===== src/rtl/bist_delay_line.sv =====
// bist_delay_line: fixed-depth shift register with synchronous clear
module bist_delay_line #(
  parameter int DEPTH = 1,
  parameter int WIDTH = 8
) (
  input  logic             clk,
  input  logic             rst,
  input  logic [WIDTH-1:0] d,
  output logic [WIDTH-1:0] q
);
  logic [DEPTH-1:0][WIDTH-1:0] sr;
  always_ff @(posedge clk) begin
    if (rst) sr <= '0;
    else begin
      sr[0] <= d;
      for (int i = 1; i < DEPTH; i++) sr[i] <= sr[i-1];
    end
  end
  assign q = sr[DEPTH-1];
endmodule


===== config.mk =====
export PLATFORM = sky130hd
export DESIGN_NAME = bist_delay_line
export DESIGN_NICKNAME = d
export VERILOG_FILES = /design/src/rtl/bist_delay_line.sv
export SDC_FILE = /design/constraint.sdc
export NUM_CORES = 1
export LEC_CHECK = 0
export ABC_CLOCK_PERIOD_IN_PS = 1000
export CAP_MARGIN = 5
export CORE_AREA = 8 8 45 47
export CTS_CLUSTER_DIAMETER = 40
export DETAILED_ROUTE_END_ITERATION = 7
export DIE_AREA = 0 0 53 55
export GPL_TIMING_DRIVEN = 1
export PLACE_DENSITY_LB_ADDON = 0.1
export SKIP_CTS_REPAIR_TIMING = 1
export SLEW_MARGIN = 10
export SYNTH_ARGS = -nofsm -noshare
export SYNTH_HDL_FRONTEND = slang
export SYNTH_SLANG_ARGS = --single-unit

===== constraint.sdc =====
create_clock -name clk -period 1 [get_ports clk]
set_clock_uncertainty 0.1 [all_clocks]
set_input_delay 0.2 -clock clk [delete_from_list [all_inputs] [get_ports clk]]
set_output_delay 0.2 -clock clk [all_outputs]
set_load 0.005 [all_outputs]

==> flow_summary.json, run 1 <==
{
  "status": "complete, no violations",
  "area_growth_pct": 89.3,
  "mostFrequentLayoutCell": "clkdlybuf4s50_1",
  "dpl_cell_area_sq_um": 415,
  "setup_ws_ns": 0.0408,
  "drt-initial-drc-count": 0,
  "routed_wl_um": 546,
  "final_cell_area_sq_um": 398,
  "vias": 187,
  "n_antenna_cell": 0,
  "mappedNetlistArea_sq_um": 210,
  "route.detailed.drc": 0,
  "critPathTopFamily": "flip-flops",
  "tightestPinTransition_ns": 0.0882,
  "viasPerCell": 3.46,
  "powerDensity_nw_per_um2": 1660,
  "crit_arrival_ns": 0.66,
  "critical_path_class": "reg2out",
  "syn_avg_cell_area_sq_um": 13.1,
  "core_sq_um": 1380,
  "synth_seq_cells": 8,
  "wl_met2_um": 299,
  "htree_levels": 1,
  "cp-end-kind": "primary output",
  "ios": 18,
  "first_pass_iters": 1,
  "ir_worst_vdd_v": 0.000487,
  "cts_max_path_buffers": 2,
  "crit_chain": "clkbuf_2",
  "yosysUniqueCellTypes": 2,
  "timing_max_transition_violations_final": 0,
  "highest_layer": "met3",
  "cp-start-kind": "flip-flop",
  "mostFrequentLayoutCells": "9 x clkdlybuf4s50_1, 8 x nor2b_1, 8 x dfxtp_1, 7 x clkbuf_2, 3 x clkbuf_4",
  "antenna_left": 0,
  "routed-wl-met3_um": 78,
  "die_w_um": 53,
  "crit_buf_inv": 1,
  "clock.fmax_mhz": 1040,
  "fin_crit_ns": 0.959,
  "rows": 14,
  "setup_viol": 0,
  "cpPeakStageDelay_ns": 0.30,
  "grt_overflow": 0,
  "drv_cap": 0,
  "tritoncts": "yes",
  "fin_nets": 50,
  "synth_top_area_frac": 0.762,
  "start_util": 0.152,
  "wl_met1_um": 168,
  "seq_area_frac_synth": 0.762,
  "antenna_found_initial": 0,
  "final_core_utilization": 0.288,
  "cp_data_required_time_ns": 0.70,
  "synth_area_leaders": "dfxtp_1 76%, nor2b_1 24%",
  "rsz0062_at_grt": "no",
  "hold_class": "in2reg",
  "worstPathMaxFanout": 1,
  "die-area_sq_um": 2920,
  "numCtsBuffers": 3,
  "yosysTopAreaCell": "dfxtp_1",
  "final_hold_viol_count": 0,
  "ys_warn_count": 0,
  "timing.final.crit_share": 0.959,
  "slew_headroom": 0.941,
  "routabilityCongestion": 0.516,
  "track_usage": 0.0389,
  "syn_nets": 26,
  "wl_per_cell_um": 10.1,
  "cpMaxStageDelayCell": "dfxtp_1",
  "largest_register_ffs": 8,
  "drive_gt1_frac": 0.342,
  "grt_max_degree": 5,
  "path_clk_slew_ns": 0.06,
  "fill_cells": 158,
  "syn_inst": 16,
  "grt_pass1_vias": 184,
  "clock_tree.root_cell": "clkbuf_4",
  "dieHeight_um": 55,
  "grt_pass1_wl_um": 759,
  "dp_slack_ns": -0.0964,
  "cts_sinks": 8,
  "tns_ns": 0,
  "io_buffers": 17,
  "p_leak_nw": 0.178
}
## cell families (layout without fill, tap and decap cells)
group,after synthesis,count (layout),synth area share
DFF,8,8,0.762
and+or+nand+nor,8,8,0.238
buffers and inverters,0,22,0
## final cells by class
type / instances / area (sq um) / share of cell area
clock buffer: 3 / 22.5 / 0.0566
sequential: 8 / 160 / 0.403
timing repair buffer: 19 / 145 / 0.365
multi-input combinational: 8 / 50.0 / 0.126
tap: 16 / 20.0 / 0.0503
## metal layers
metal,GRT usage,vias up
met3,0.0294,0
met4,0.0388,0
li1,-,94
met5,0,-
met2,0.0586,9
met1,0.0322,84
## synth_stat cells
cell type,count
nor2b_1,8
dfxtp_1,8
## where the power goes
| part | internal, W | total, W | switching (W) |
|---|---|---|---|
| combinational | 0.0000537 | 0.0000733 | 0.0000196 |
| sequential | 0.000336 | 0.000339 | 0.00000346 |
| clock | 0.000137 | 0.000247 | 0.000110 |
| total | 0.000527 | 0.000660 | 0.000133 |
## through the flow
step	power, W	hold WS (ns)	instances
final	0.000660	0.399	54
after global routing	0.000696	0.400	54
after CTS	0.000695	0.390	54
after detailed placement	0.000439	0.664	51
after global placement	0.000438	0.659	51
after floorplan	0.000360	0.172	16
## final timing paths
| path | startpoint | to | slack [ns] | depth (start not counted) |
|---|---|---|---|---|
| min | d[3] | q[3] | 0.40 | 2 |
| max | q[7] | q[7] | 0.04 | 1 |
Note: power is estimated with default switching activity, not from simulation.
==> run 2: changes to the inputs <==
==> constraint.sdc (replaced) <==
create_clock -name clk -period 1 [get_ports clk]
set_clock_uncertainty 0.1 [all_clocks]
set_input_delay 0.2 -clock clk [delete_from_list [all_inputs] [get_ports clk]]
set_output_delay 0.2 -clock clk [all_outputs]
set_load 0.01 [all_outputs]
==> run 2 against run 1 <==
Net effect:
- hold slack about the same
- cell count unchanged
- critical path type unchanged
- design area unchanged
- die area unchanged
- global-route usage unchanged
- power increased by 0.97%
- sequential power about the same
- worst setup slack got worse by 0.014 ns
- via count unchanged
- clock power about the same
- first-iteration DRC count unchanged
- critical endpoint unchanged
==> flow_summary.json, run 2 (synthesis results as in run 1) <==
{
  "mostFrequentLayoutCells": "9 x clkdlybuf4s50_1, 8 x nor2b_1, 8 x dfxtp_1, 7 x buf_2, 3 x clkbuf_4",
  "clkPwrFrac": 0.371,
  "largest_register_ffs": 8,
  "cpMaxStageDelayCell": "dfxtp_1",
  "ir_worst_vdd_v": 0.000491,
  "tightestPinTransition_ns": 0.0882,
  "drive_gt1_frac": 0.342,
  "ios": 18,
  "use_met2": 0.0586,
  "fin_crit_ns": 0.973,
  "swShare": 0.209,
  "tritoncts": "yes",
  "hold_class": "in2reg",
  "grt_pass1_vias": 184,
  "routed_wl_um": 549,
  "regArea_sq_um": 160,
  "vias": 187,
  "routabilityCongestion": 0.516,
  "cp-end-kind": "primary output",
  "numCtsBuffers": 3,
  "route.detailed.drc": 0,
  "crit_arrival_ns": 0.67,
  "grt_max_degree": 5,
  "clock_tree.root_cell": "clkbuf_4",
  "rows": 14,
  "setup_viol": 0,
  "die_w_um": 53,
  "cpPeakStageDelay_ns": 0.30,
  "hold_slack_ns": 0.399,
  "grt_busiest_layer": "met2",
  "die-area_sq_um": 2920,
  "cts_max_path_buffers": 2,
  "grt_use_met1": 0.0322,
  "final_core_utilization": 0.288,
  "drt-initial-drc-count": 0,
  "htree_levels": 1,
  "grt.met3_usage": 0.0294,
  "internal-power_w": 0.000527,
  "crit_buf_inv": 1,
  "powerDensity_nw_per_um2": 1680,
  "path_clk_slew_ns": 0.06,
  "core_sq_um": 1380,
  "power_switching_w": 0.000139,
  "fin_nets": 50,
  "multi_input_area_sq_um": 50.0,
  "start_util": 0.152,
  "critPathTopFamily": "flip-flops",
  "io_buffers": 17,
  "timing.final.crit_share": 0.973,
  "crit_chain": "buf_2",
  "p_leak_nw": 0.181,
  "sequentialPowerShare": 0.508,
  "antenna_left": 0,
  "critical_path_class": "reg2out",
  "status": "complete, no violations",
  "rsz0062_at_grt": "yes",
  "grt_overflow": 0,
  "cp_data_required_time_ns": 0.70,
  "drv_cap": 0,
  "first_pass_iters": 1,
  "clock.fmax_mhz": 1030,
  "dieHeight_um": 55,
  "final_hold_viol_count": 0,
  "fill_cells": 158,
  "cts_sinks": 8,
  "n_antenna_cell": 0,
  "worstPathMaxFanout": 1,
  "grt_pass1_wl_um": 759,
  "antenna_found_initial": 0,
  "area_growth_pct": 89.3,
  "slew_headroom": 0.941,
  "wl_per_cell_um": 10.2,
  "track_usage": 0.0389,
  "mostFrequentLayoutCell": "clkdlybuf4s50_1",
  "timing_max_transition_violations_final": 0,
  "cp-start-kind": "flip-flop",
  "comb_power_share": 0.120,
  "viasPerCell": 3.46
}
==> run 2: per-stage QoR <==
| stage | instances | cell area [sq um] | total power [W] | setup slack [ns] | TNS (ns) |
|---|---|---|---|---|---|
| final | 54 | 398 | 0.000666 | 0.0265 | 0 |
| after global routing | 54 | 398 | 0.000702 | -0.0140 | -0.0279 |
| after floorplan | 16 | 210 | 0.000367 | 0.369 | 0 |
| after CTS | 54 | 438 | 0.000702 | -0.412 | -3.18 |
| after global placement | 51 | 415 | 0.000444 | -0.123 | -1.37 |
| after detailed placement | 51 | 415 | 0.000446 | -0.131 | -1.47 |
==> run 2: worst paths after layout <==
check	startpoint	to	slack (ns)	cells past startpoint
setup / recovery	q[7]	q[7]	0.03	1
hold / removal	d[3]	q[3]	0.40	2
==> run 2: cell type report <==
class,count,area share
clock buffer,3,0.0566
multi-input combinational,8,0.126
sequential,8,0.403
tap,16,0.0503
timing repair buffer,19,0.365
==> run 2: routing by layer <==
| layer | vias to the layer above | wire, um |
|---|---|---|
| li1 | 94 | - |
| met1 | 84 | 201 |
| met2 | 9 | 299 |
| met3 | 0 | 48 |
| met4 | 0 | 0 |
| met5 | - | 0 |
==> run 2: power groups by stage <==
stage          combinational, W  sequential (W)  clock [W]
3_3_place_gp          0.0000977        0.000347          0
6_report              0.0000803        0.000339   0.000247
3_5_place_dp          0.0000989        0.000347          0
5_1_grt               0.0000887        0.000340   0.000274
4_1_cts               0.0000989        0.000340   0.000264
2_1_floorplan         0.0000106        0.000356          0
